===== src/rtl/pc_unit.sv =====
// rtl/pc_unit.sv - program counter with trap, return-address stack, redirect and stall
module pc_unit #(
  parameter int              XLEN         = 32,
  parameter int              INSTR_BYTES  = 4,
  parameter logic [XLEN-1:0] RESET_VECTOR = '0,
  parameter logic [XLEN-1:0] TRAP_VECTOR  = 'h100,
  parameter int              RAS_DEPTH    = 4
) (
  input  logic            clk,
  input  logic            rst,
  input  logic            stall,
  input  logic            redirect_valid,
  input  logic [XLEN-1:0] redirect_target,
  input  logic            call,
  input  logic            ret,
  input  logic            trap,
  output logic [XLEN-1:0] pc,
  output logic [XLEN-1:0] pc_next,
  output logic            ras_empty,
  output logic            ras_full,
  output logic            fault
);

  localparam int PW = $clog2(RAS_DEPTH);
  localparam int CW = PW + 1;
  localparam logic [XLEN-1:0] ALIGN_MASK = XLEN'(INSTR_BYTES - 1);
  localparam logic [CW-1:0]   FULL_COUNT = CW'(RAS_DEPTH);

  logic [XLEN-1:0] ras_mem [RAS_DEPTH];
  logic [PW-1:0]   top_idx;
  logic [CW-1:0]   count;
  logic [XLEN-1:0] seq_pc;
  logic            misaligned;
  logic            do_push;
  logic            do_pop;
  logic            do_swap;
  logic            fault_set;

  assign seq_pc     = pc + XLEN'(INSTR_BYTES);
  assign misaligned = |(redirect_target & ALIGN_MASK);
  assign ras_empty  = (count == '0);
  assign ras_full   = (count == FULL_COUNT);

  // Next-PC selection by fixed priority; also decides the RAS operation and fault.
  always_comb begin
    pc_next   = seq_pc;
    do_push   = 1'b0;
    do_pop    = 1'b0;
    do_swap   = 1'b0;
    fault_set = 1'b0;
    if (trap) begin
      pc_next = TRAP_VECTOR;
    end else if (ret && ras_empty) begin
      pc_next   = TRAP_VECTOR;
      fault_set = 1'b1;
    end else if (ret) begin
      pc_next = ras_mem[top_idx];
      if (call) begin
        do_swap = 1'b1;
      end else begin
        do_pop = 1'b1;
      end
    end else if (redirect_valid && misaligned) begin
      pc_next   = TRAP_VECTOR;
      fault_set = 1'b1;
    end else if (redirect_valid) begin
      pc_next = redirect_target;
      do_push = call;
    end else if (stall) begin
      pc_next = pc;
    end
  end

  // PC, stack pointer/occupancy and fault pulse; a full push overwrites the oldest slot.
  always_ff @(posedge clk or negedge rst) begin
    if (!rst) begin
      pc      <= RESET_VECTOR;
      top_idx <= '0;
      count   <= '0;
      fault   <= 1'b0;
    end else begin
      pc    <= pc_next;
      fault <= fault_set;
      if (do_push) begin
        top_idx <= top_idx + PW'(1);
        if (!ras_full) begin
          count <= count + CW'(1);
        end
      end else if (do_pop) begin
        top_idx <= top_idx - PW'(1);
        count   <= count - CW'(1);
      end
    end
  end

  // Return-address storage; deliberately not reset, only occupancy is.
  always_ff @(posedge clk) begin
    if (do_push) begin
      ras_mem[top_idx + PW'(1)] <= seq_pc;
    end else if (do_swap) begin
      ras_mem[top_idx] <= seq_pc;
    end
  end

endmodule


===== config.mk =====
export PLATFORM = sky130hd
export DESIGN_NAME = pc_unit
export DESIGN_NICKNAME = d
export VERILOG_FILES = /design/src/rtl/pc_unit.sv
export SDC_FILE = /design/constraint.sdc
export NUM_CORES = 1
export LEC_CHECK = 0
export ABC_AREA = 1
export CORE_UTILIZATION = 45
export CTS_BUF_LIST = sky130_fd_sc_hd__clkbuf_16
export CTS_CLUSTER_SIZE = 12
export DETAILED_ROUTE_END_ITERATION = 10
export PLACE_DENSITY_LB_ADDON = 0.05
export SLEW_MARGIN = 15
export SYNTH_ARGS = -nofsm -noshare
export SYNTH_HDL_FRONTEND = slang
export SYNTH_SLANG_ARGS = --single-unit

===== constraint.sdc =====
create_clock -name clk -period 3.25 [get_ports clk]
set_clock_uncertainty 0.15 [all_clocks]
set_input_delay 0.8125 -clock clk [delete_from_list [all_inputs] [get_ports clk]]
set_output_delay 0.8125 -clock clk [all_outputs]
set_load 0.03 [all_outputs]

### After elaboration in Yosys (flattened, before gate mapping)

Memory sizes are Yosys's and may differ from the RTL's.
Cells that the tools add are included.

* register bits after elaboration: 38
* bits in writable memories: 128
* input port bits: 39
* output and inout port bits: 67
* memories: 1

* $add $sub $neg: 5
* equal/unequal tests: 2
* multiplexer cells: 36
* reduce and logical (&&, ||, !) cells: 7

Memories
* ras_mem: depth 4, width 32, read ports 1, clocked after Yosys merged registers in 0, write ports 1, line 29 `logic [XLEN-1:0] ras_mem [RAS_DEPTH];`

Operators with widths (count)
* $mux W32: 7
* $add A32 B3 Y32 const B: 1
* $reduce_or A32 Y1: 1
* $mux W1: 23
* $mux W3: 3
* $mux W2: 3
* $add A3 B1 Y3 const B: 1
* $eq A3 B3 Y1 const B: 1
* $logic_not A3 Y1: 1
* $sub A3 B1 Y3 const B: 1
* $add A2 B1 Y2 const B: 1
* $logic_and A1 B1 Y1: 2
* $ne A2 B2 Y1 const B: 1
* $reduce_and A2 Y1: 1
* $reduce_bool A2 Y1: 1
* $reduce_or A2 Y1: 1
* $sub A2 B1 Y2 const B: 1

### Depth between registers and ports, before layout

Gate-level depths: netlist of run 1.

* depth in word-level cells: 10
* depth in mapped cells: 11
* depth with buffers taken out: 11

### Worst setup path after synthesis of run 1

No wires, ideal clock.

* path kind: reg-to-reg
* start point: register count[0]
* end point: memory ras_mem[1][0], enable pin
* library setup time: 0.421 ns
* arrival: 3.129 ns
* path slack: -0.450 ns
* cell stages (with the launch flop): 7
* path buffers: 0
* clock period less this slack: 3.700 ns
* cells stage by stage: dfrtp_1 > nor3_1 > nor2_2 > nand2_1 > xor2_1 > inv_1 > nor2_1

* word-level cells in the longest chain between the ends: 9

RTL lines
* start: declaration: line 31 `logic [CW-1:0] count;`
* start signal: assignment: line 87 `count <= count + CW'(1);`
* start signal: assignment: line 91 `count <= count - CW'(1);`
* $logic_not A3 Y1 *: line 41 `assign ras_empty = (count == '0);`
* net ras_empty: line 19 `output logic ras_empty,`
* $logic_and A1 B1 Y1 *: line 53 `end else if (ret && ras_empty) begin`
* $mux W1: line 53
* $mux W1: line 51 `if (trap) begin`
* $mux W1: line 100 `end else if (do_swap) begin`
* $mux W1: line 98 `if (do_push) begin`
* $mux W1 (implied by the code): line 101 `ras_mem[top_idx] <= seq_pc;`
* $reduce_or A32 Y1 (no line)
* $mux W2 (no line) / $mux W1 (equally long branches)
* end: declaration: line 29

The timed path passes the listed nets; every way through them passes the cells marked *.

### Final worst setup path of run 1

* start point: register pc[3]
* end point: output pc_next[6]

* word-level cells in the longest chain between the ends: 7

RTL lines
* start: declaration: line 17 `output logic [XLEN-1:0] pc,`
* start signal: assignment: line 82 `pc <= pc_next;`
* $add A32 B3 Y32: line 39 `assign seq_pc = pc + XLEN'(INSTR_BYTES);`
* $mux W32: line 69 `end else if (stall) begin`
* $mux W32: line 66 `end else if (redirect_valid) begin`
* $mux W32: line 63 `end else if (redirect_valid && misaligned) begin`
* $mux W32: line 56 `end else if (ret) begin`
* $mux W32: line 53
* $mux W32: line 51
* end: declaration: line 18 `output logic [XLEN-1:0] pc_next,`

No other way between the ends.

==> results of run 1 <==
-- per-layer routing --
layer  GRT usage  wire length, um
met5           0                0
met4      0.0905              526
met3      0.0518             1470
met2       0.472            12500
met1       0.365            10400
-- flip-flops by register name, indices dropped and copies added, names as in the netlist --
name / cells
top_idx: 2
ras_mem: 128
pc: 32
count: 3
fault: 1
-- power by group --
part	total, uW	internal (uW)	switching [uW]
Clock	2210	1310	899
Combinational	3200	1300	1900
Sequential	2890	2650	242
Total	8310	5270	3040
-- worst max-delay path by stage --
stage / startpoint / end / slack, ns / cells past startpoint
after floorplan: count[0]$_DFFE_PN0P_ / ras_mem[1][0]$_DFFE_PP_ / 0.04 / 6
after global placement: ret / pc_next[10] / -0.59 / 8
after detailed placement: ret / pc_next[10] / -0.65 / 8
after CTS: pc[3]$_DFF_PN0_ / pc_next[12] / -0.08 / 12
after global routing: pc[3]$_DFF_PN0_ / pc_next[26] / -0.24 / 14
final: pc[3]$_DFF_PN0_ / pc_next[6] / -0.12 / 12
-- stage by stage --
stage / setup TNS [ns] / utilization
2_1_floorplan: 0 / -
3_3_place_gp: -10.49 / 0.567
3_5_place_dp: -12.69 / 0.567
4_1_cts: -0.239 / 0.618
5_1_grt: -2.68 / 0.643
6_report: -0.509 / 0.643
-- final cells by class --
type | count | share of cell area
clock buffer | 17 | 0.0383
clock inverter | 15 | 0.0197
inverter | 52 | 0.0182
multi-input combinational | 563 | 0.277
sequential | 166 | 0.432
tap | 225 | 0.0253
timing repair buffer | 225 | 0.190
-- repair_timing --
action / CTS / global route
endpoints found under the hold margin: 0 / 0
resized for setup: 106 / 93
setup endpoints to repair: 32 / 28
pin swaps: 16 / 21
buffers inserted: 9 / 18
cloned: 0 / 0
hold buffers: 0 / 0
-- worst max-delay path: stages (launching register included) --
cell and delay [ns]:
dfrtp_1 0.40, buf_6 0.13, ha_4 0.16, inv_4 0.06, nor2_4 0.04, buf_4 0.14, buf_6 0.11, buf_4 0.13
xnor2_1 0.13, o21ai_0 0.15, o211ai_1 0.10, a21oi_1 0.17, buf_2 0.23
-- cells by family (layout without fill, tap and decap cells) --
kind of cell,count (synthesis),after routing,share of synthesized area
adder cells (fa/ha/maj),2,2,0.00409
AND/OR/NAND/NOR,376,376,0.202
AO/OA/AOI/OAI,173,173,0.125
buffers and inverters,90,309,0.0524
flip-flops,166,166,0.602
XOR/XNOR,12,12,0.0142
-- cell usage in the layout (no fill, tap or decap), types with 4 or more instances in the layout --
cell	synthesis	final
nand2_1	163	152
nor2_1	121	102
inv_8	0	5
bufinv_16	0	4
nor2_2	8	17
clkdlybuf4s50_1	0	67
or3_1	13	13
o22ai_1	24	24
inv_2	2	8
edfxtp_1	128	128
and2_1	16	16
nand2_2	7	15
o221ai_1	8	8
buf_12	0	11
buf_2	13	4
o21ai_0	47	44
nand3_1	37	35
o21bai_1	7	4
a21oi_2	2	20
a21oi_1	74	54
buf_6	3	25
inv_1	50	42
clkbuf_16	0	17
nor2_4	3	13
dfrtp_2	0	7
buf_4	5	109
dfrtp_1	38	31
xor2_1	8	7
dlygate4sd2_1	0	4
==> metrics.txt, run 1 <==
# TYPE chip_impl_metric gauge
chip_impl_info{name="synth-main-ff-cell",value="edfxtp_1"} 1
chip_impl_metric{name="final-seq-area",unit="um^2"} 4800
chip_impl_info{name="worst_r2r_endpoint",value="ras_mem[1][17]$_DFFE_PP_"} 1
chip_impl_metric{name="final_setup_violation_count",unit=""} 11
chip_impl_metric{name="finalWeightedCongestion",unit=""} 0.933
chip_impl_info{name="ys_top_cells_by_count",value="163 x nand2_1, 128 x edfxtp_1, 121 x nor2_1"} 1
chip_impl_metric{name="reg2reg_slack",unit="ns"} 0.78
chip_impl_metric{name="core.rowCount",unit=""} 48
chip_impl_metric{name="count_of_mapped_cells_out_of_synthesis",unit=""} 819
chip_impl_metric{name="instances_no_fill",unit=""} 1263
chip_impl_metric{name="finished_cell_area",unit="um^2"} 11100
chip_impl_metric{name="depth_of_the_cts_h_tree",unit=""} 4
chip_impl_info{name="synthTopCellsByArea",value="edfxtp_1 48%, dfrtp_1 12%, nand2_1 7.7%"} 1
chip_impl_metric{name="cts_sinks",unit=""} 166
chip_impl_metric{name="synth-edff-count",unit=""} 128
chip_impl_metric{name="clk_pin_slew_worst_paths",unit="ns"} 0.07
chip_impl_metric{name="cp_data_arrival_time",unit="ns"} 2.40
chip_impl_metric{name="transition_time_at_the_pin_with_the_least_slew_margin",unit="ns"} 0.985
chip_impl_metric{name="power",unit="uW"} 8310
chip_impl_metric{name="post_synth_top_area_share",unit=""} 0.483
chip_impl_metric{name="remaining_drc_errors",unit=""} 0
chip_impl_metric{name="ioPinCount",unit=""} 106
chip_impl_metric{name="leakage",unit="uW"} 0.00434
chip_impl_metric{name="drtPass1Iterations",unit=""} 5
chip_impl_info{name="end_kind",value="output port"} 1
chip_impl_metric{name="net_count_synth",unit=""} 860
chip_impl_metric{name="nets",unit=""} 1066
chip_impl_metric{name="final-hold-violation-count",unit=""} 0
chip_impl_metric{name="synth-seq-cells",unit=""} 166
chip_impl_metric{name="post_synth.cell_area_avg",unit="um^2"} 9.72
chip_impl_metric{name="multiInputGateArea",unit="um^2"} 3080
chip_impl_metric{name="die_y",unit="um"} 135
chip_impl_metric{name="asyncSetResetFlopFracSynth",unit=""} 0.229
chip_impl_metric{name="start_util",unit=""} 0.460
chip_impl_metric{name="post_drt_wl_per_cell",unit="um"} 19.7
chip_impl_metric{name="syn_area",unit="um^2"} 7960
chip_impl_metric{name="placeableCoreArea",unit="um^2"} 17300
chip_impl_info{name="synthMostInstantiatedCell",value="nand2_1"} 1
chip_impl_metric{name="slew_violations",unit=""} 0
chip_impl_metric{name="grt_overflow",unit=""} 0
chip_impl_metric{name="power-per-cell-area",unit="nW/um^2"} 747
chip_impl_info{name="post-synth-top-area-cell",value="edfxtp_1"} 1
chip_impl_metric{name="post_route_cells_drive_above_1_share",unit=""} 0.276
chip_impl_metric{name="clock_insertion_delay_at_the_later_pin_of_the_skew_report",unit="ns"} 0.44
chip_impl_metric{name="period_share",unit=""} 1.04
chip_impl_metric{name="cp_max_fo",unit=""} 3
chip_impl_metric{name="dpl.cell_count",unit=""} 1204
chip_impl_metric{name="detailroute.via_count",unit=""} 6907
chip_impl_metric{name="fin_worst_hold_slack",unit="ns"} 0.369
chip_impl_metric{name="die-area",unit="um^2"} 18200
chip_impl_info{name="cts_tree",value="yes"} 1
chip_impl_metric{name="place_ws",unit="ns"} -0.648
chip_impl_metric{name="slew_headroom",unit=""} 0.343
chip_impl_metric{name="detailedRoute.firstIterationViolations",unit=""} 560
chip_impl_metric{name="finalWorstPathRequiredPeriod",unit="ns"} 3.37
chip_impl_info{name="start_kind",value="register"} 1
chip_impl_metric{name="cts_buffer_depth",unit=""} 2
chip_impl_metric{name="cap_viol_max_count",unit=""} 0
chip_impl_metric{name="areaGrowthSynthToFinish",unit="%"} 39.7
chip_impl_metric{name="route.detailed.vias_per_inst",unit=""} 5.47
chip_impl_metric{name="drt.antenna.violating_nets",unit=""} 0
chip_impl_metric{name="antenna_violations_before_repair",unit=""} 0
chip_impl_metric{name="vdd.ir_drop.worst",unit="V"} 0.000575
chip_impl_metric{name="timing.critical_path.required",unit="ns"} 2.29
chip_impl_info{name="critical_path_class",value="register to output port"} 1
chip_impl_metric{name="grt_max_degree",unit=""} 39
chip_impl_info{name="root_buffer",value="clkbuf_16"} 1
chip_impl_metric{name="synth_sequential_area_ratio",unit=""} 0.602
chip_impl_metric{name="gr-usage-all-layers",unit=""} 0.280
chip_impl_metric{name="placed_area",unit="um^2"} 9800
chip_impl_metric{name="worst_r2r_path_depth",unit=""} 7
chip_impl_metric{name="grt_pass1_wl",unit="um"} 37700
chip_impl_metric{name="yosysUniqueCellTypes",unit=""} 42
chip_impl_metric{name="die_width",unit="um"} 135
chip_impl_info{name="outcome",value="finished, violations left"} 1
chip_impl_metric{name="postLayoutSetupSlackWorst",unit="ns"} -0.117
chip_impl_info{name="unrepaired_setup_endpoints_after_global_routing",value="yes"} 1
chip_impl_metric{name="vias_in_the_first_global_route",unit=""} 6788
chip_impl_metric{name="maxClockFrequency",unit="GHz"} 0.297
chip_impl_info{name="crit_reg_reg_startpoint",value="count[1]$_DFFE_PN0P_"} 1
chip_impl_metric{name="diodes",unit=""} 0
chip_impl_metric{name="io_buffers",unit=""} 105
chip_impl_metric{name="fillers",unit=""} 1409
chip_impl_info{name="timing.hold.worst.class",value="input pin to asynchronous set/reset pin"} 1
chip_impl_metric{name="cts_inserted_buffers",unit=""} 17
chip_impl_metric{name="synth-warning-count",unit=""} 0
chip_impl_metric{name="dp_hpwl",unit="um"} 17100
chip_impl_info{name="failed_checks",value="setup timing"} 1
chip_impl_metric{name="route.final.wire_length",unit="um"} 24900
Note: power is estimated with default switching activity, not from simulation.
==> inputs of run 2 (changes only) <==
Settings changed: REMOVE_ABC_BUFFERS set to 1, SETUP_SLACK_MARGIN set to 0.3.
==> run 2 against run 1 <==
  * Non-clock buffer count is 49 higher
  * Flip-flop and latch count unchanged
  * Combinational power grew 25%
  * The flow still finishes with violations (setup timing)
  * Clock power shrank 11%
  * Highest routed layer is now met5
==> metrics.txt, run 2 (synthesis results as in run 1) <==
# TYPE chip_impl_metric gauge
chip_impl_info{name="outcome",value="finished, violations left"} 1
chip_impl_info{name="failed_checks",value="setup timing"} 1
chip_impl_metric{name="die_y",unit="um"} 135
chip_impl_metric{name="route.detailed.vias_per_inst",unit=""} 5.59
chip_impl_info{name="top_library_cells_by_usage_in_the_layout_fill_and_taps_aside",value="134 x nand2_1, 128 x edfxtp_1, 117 x buf_4"} 1
chip_impl_metric{name="diodes",unit=""} 0
chip_impl_metric{name="final-hold-violation-count",unit=""} 0
chip_impl_info{name="crit_reg_reg_startpoint",value="top_idx[1]$_DFFE_PN0P_"} 1
chip_impl_info{name="regMostFlops",value="ras_mem"} 1
chip_impl_metric{name="clock_insertion_delay_at_the_later_pin_of_the_skew_report",unit="ns"} 0.43
chip_impl_metric{name="finalWorstPathRequiredPeriod",unit="ns"} 3.26
chip_impl_metric{name="power-per-cell-area",unit="nW/um^2"} 736
chip_impl_metric{name="vdd.ir_drop.worst",unit="V"} 0.000457
chip_impl_metric{name="layout.core_utilization",unit=""} 0.700
chip_impl_metric{name="ioPinCount",unit=""} 106
chip_impl_metric{name="finalSetupTns",unit="ns"} -0.0145
chip_impl_metric{name="cp_num_buf_inv",unit=""} 3
chip_impl_metric{name="slew_violations",unit=""} 0
chip_impl_metric{name="post_route_cells_drive_above_1_share",unit=""} 0.364
chip_impl_metric{name="clk_pin_slew_worst_paths",unit="ns"} 0.07
chip_impl_metric{name="multiInputGateArea",unit="um^2"} 3340
chip_impl_info{name="critical_path_class",value="register to output port"} 1
chip_impl_metric{name="grt_overflow",unit=""} 0
chip_impl_metric{name="cp_max_fo",unit=""} 4
chip_impl_metric{name="finalWeightedCongestion",unit=""} 0.892
chip_impl_metric{name="dp_hpwl",unit="um"} 16800
chip_impl_metric{name="placeableCoreArea",unit="um^2"} 17300
chip_impl_info{name="cp_slowest_cell",value="dfrtp_2"} 1
chip_impl_metric{name="cts_inserted_buffers",unit=""} 17
chip_impl_metric{name="die_width",unit="um"} 135
chip_impl_metric{name="final-seq-area",unit="um^2"} 4820
chip_impl_info{name="crit_path_start",value="pc[2]$_DFF_PN0_"} 1
chip_impl_metric{name="postLayoutSetupSlackWorst",unit="ns"} -0.0145
chip_impl_metric{name="detailroute.via_count",unit=""} 7329
chip_impl_info{name="worstPathCellList",value="ha_4 -> inv_4 -> nor2_4 -> nand3b_1 -> buf_6 -> xnor2_4 -> nand2_1 -> nand2_1 -> nand2_1 -> a21oi_2 -> buf_6"} 1
chip_impl_info{name="layout_top_registers",value="ras_mem x128, pc x32, count x3"} 1
chip_impl_metric{name="cts_buffer_depth",unit=""} 2
chip_impl_metric{name="cap_viol_max_count",unit=""} 0
chip_impl_info{name="timing.hold.worst.class",value="input pin to asynchronous set/reset pin"} 1
chip_impl_metric{name="drt.antenna.violating_nets",unit=""} 0
chip_impl_metric{name="core.rowCount",unit=""} 48
chip_impl_metric{name="post_drt_wl_per_cell",unit="um"} 21.5
chip_impl_metric{name="depth_of_the_cts_h_tree",unit=""} 4
chip_impl_metric{name="antenna_violations_before_repair",unit=""} 1
chip_impl_metric{name="detailedRoute.firstIterationViolations",unit=""} 544
chip_impl_metric{name="leakage",unit="uW"} 0.00479
chip_impl_metric{name="vias_in_the_first_global_route",unit=""} 7084
chip_impl_metric{name="die-area",unit="um^2"} 18200
chip_impl_metric{name="remaining_drc_errors",unit=""} 0
chip_impl_metric{name="nets",unit=""} 1115
chip_impl_metric{name="grt_max_degree",unit=""} 39
chip_impl_metric{name="cts_sinks",unit=""} 166
chip_impl_info{name="worst_path_dominant_cell_family",value="simple AND/OR/NAND/NOR gates"} 1
chip_impl_metric{name="start_util",unit=""} 0.460
chip_impl_info{name="unrepaired_setup_endpoints_after_global_routing",value="yes"} 1
chip_impl_metric{name="io_buffers",unit=""} 105
chip_impl_info{name="start_kind",value="register"} 1
chip_impl_info{name="cts_tree",value="yes"} 1
chip_impl_metric{name="largest_register_ffs",unit=""} 128
chip_impl_metric{name="areaGrowthSynthToFinish",unit="%"} 52.1
chip_impl_metric{name="route.final.wire_length",unit="um"} 28200
chip_impl_metric{name="maxClockFrequency",unit="GHz"} 0.306
chip_impl_metric{name="slew_headroom",unit=""} 0.570
chip_impl_metric{name="drtPass1Iterations",unit=""} 5
chip_impl_metric{name="fillers",unit=""} 1221
chip_impl_metric{name="final_setup_violation_count",unit=""} 1
chip_impl_metric{name="gr-usage-all-layers",unit=""} 0.304
chip_impl_metric{name="grt_pass1_wl",unit="um"} 40100
chip_impl_metric{name="timing.critical_path.slowest_cell_delay",unit="ns"} 0.42
chip_impl_info{name="crit_path_frequent_cell",value="nand2_1"} 1
chip_impl_metric{name="timing.critical_path.required",unit="ns"} 2.29
chip_impl_metric{name="cp_data_arrival_time",unit="ns"} 2.30
chip_impl_info{name="leading_cell_type_in_the_layout_fill_and_taps_excluded",value="nand2_1"} 1
chip_impl_info{name="end_kind",value="output port"} 1
chip_impl_metric{name="period_share",unit=""} 1.00
chip_impl_metric{name="transition_time_at_the_pin_with_the_least_slew_margin",unit="ns"} 0.645
chip_impl_info{name="root_buffer",value="clkbuf_16"} 1
==> run 2: cell types whose count changed in the layout (fill, tap and decap cells not counted), moves of 7 or more <==
cell | previous run | this run
buf_6 | 25 | 54
nand2_1 | 152 | 134
nand2_2 | 15 | 29
dfrtp_1 | 31 | 20
dfrtp_2 | 7 | 18
buf_12 | 11 | 19
buf_4 | 109 | 117
o21ai_0 | 44 | 36
a21oi_1 | 54 | 47
a21oi_2 | 20 | 27
nand3_1 | 35 | 28
==> run 2: per-stage QoR <==
| stage | total power [uW] | cells | cell area [um^2] | worst slack (ns) | hold slack [ns] |
|---|---|---|---|---|---|
| finish | 8910 | 1312 | 12100 | -0.0145 | 0.345 |
| global route | 9220 | 1312 | 12100 | -0.104 | 0.359 |
| CTS | 8370 | 1279 | 11500 | 0.0346 | 0.360 |
| detailed placement | 5710 | 1186 | 9700 | -0.698 | 0.391 |
| global placement | 5670 | 1186 | 9700 | -0.596 | 0.388 |
| floorplan | 4340 | 781 | 7740 | -0.453 | 0.334 |
==> run 2: final timing paths <==
kind,to,slack (ns),depth (start not counted)
max,pc_next[12],-0.01,11
min,fault$_DFF_PN0_,0.34,2
max reg2reg,ras_mem[3][17]$_DFFE_PP_,0.80,11
min reg2reg,count[2]$_DFFE_PN0P_,0.43,2
max in group asynchronous,pc[17]$_DFF_PN0_,2.13,2
min in group clk,count[2]$_DFFE_PN0P_,0.43,2
==> run 2: repair_timing <==
action / 4_1_cts / 5_1_grt
setup endpoints to repair: 112 / 33
pin swaps: 45 / 71
cloned: 6 / 4
setup buffers: 55 / 29
hold buffers: 0 / 0
resized for setup: 221 / 88
==> run 2: layout make-up <==
class,count,share of cell area
clock buffers,17,0.0351
clock inverters,15,0.0122
inverters,52,0.0170
multi-input cells,563,0.276
flip-flops and latches,166,0.398
well taps,225,0.0232
repair buffers,274,0.239
==> run 2: per-layer routing <==
metal  GRT usage  routed length [um]  vias to the layer above
met2       0.515               14000                      366
met4       0.116                 921                        2
met3      0.0642                1900                       65
met5           0                  14                        -
met1       0.381               11400                     3560
li1            -                   -                     3336
==> run 2: report_power, final <==
| group | switching (uW) | internal, uW | leakage (uW) | total, uW |
|---|---|---|---|---|
| combinational | 2200 | 1820 | 0.00287 | 4010 |
| clock | 901 | 1070 | 0.000273 | 1970 |
| sequential | 268 | 2660 | 0.00165 | 2930 |
| total | 3360 | 5550 | 0.00479 | 8910 |
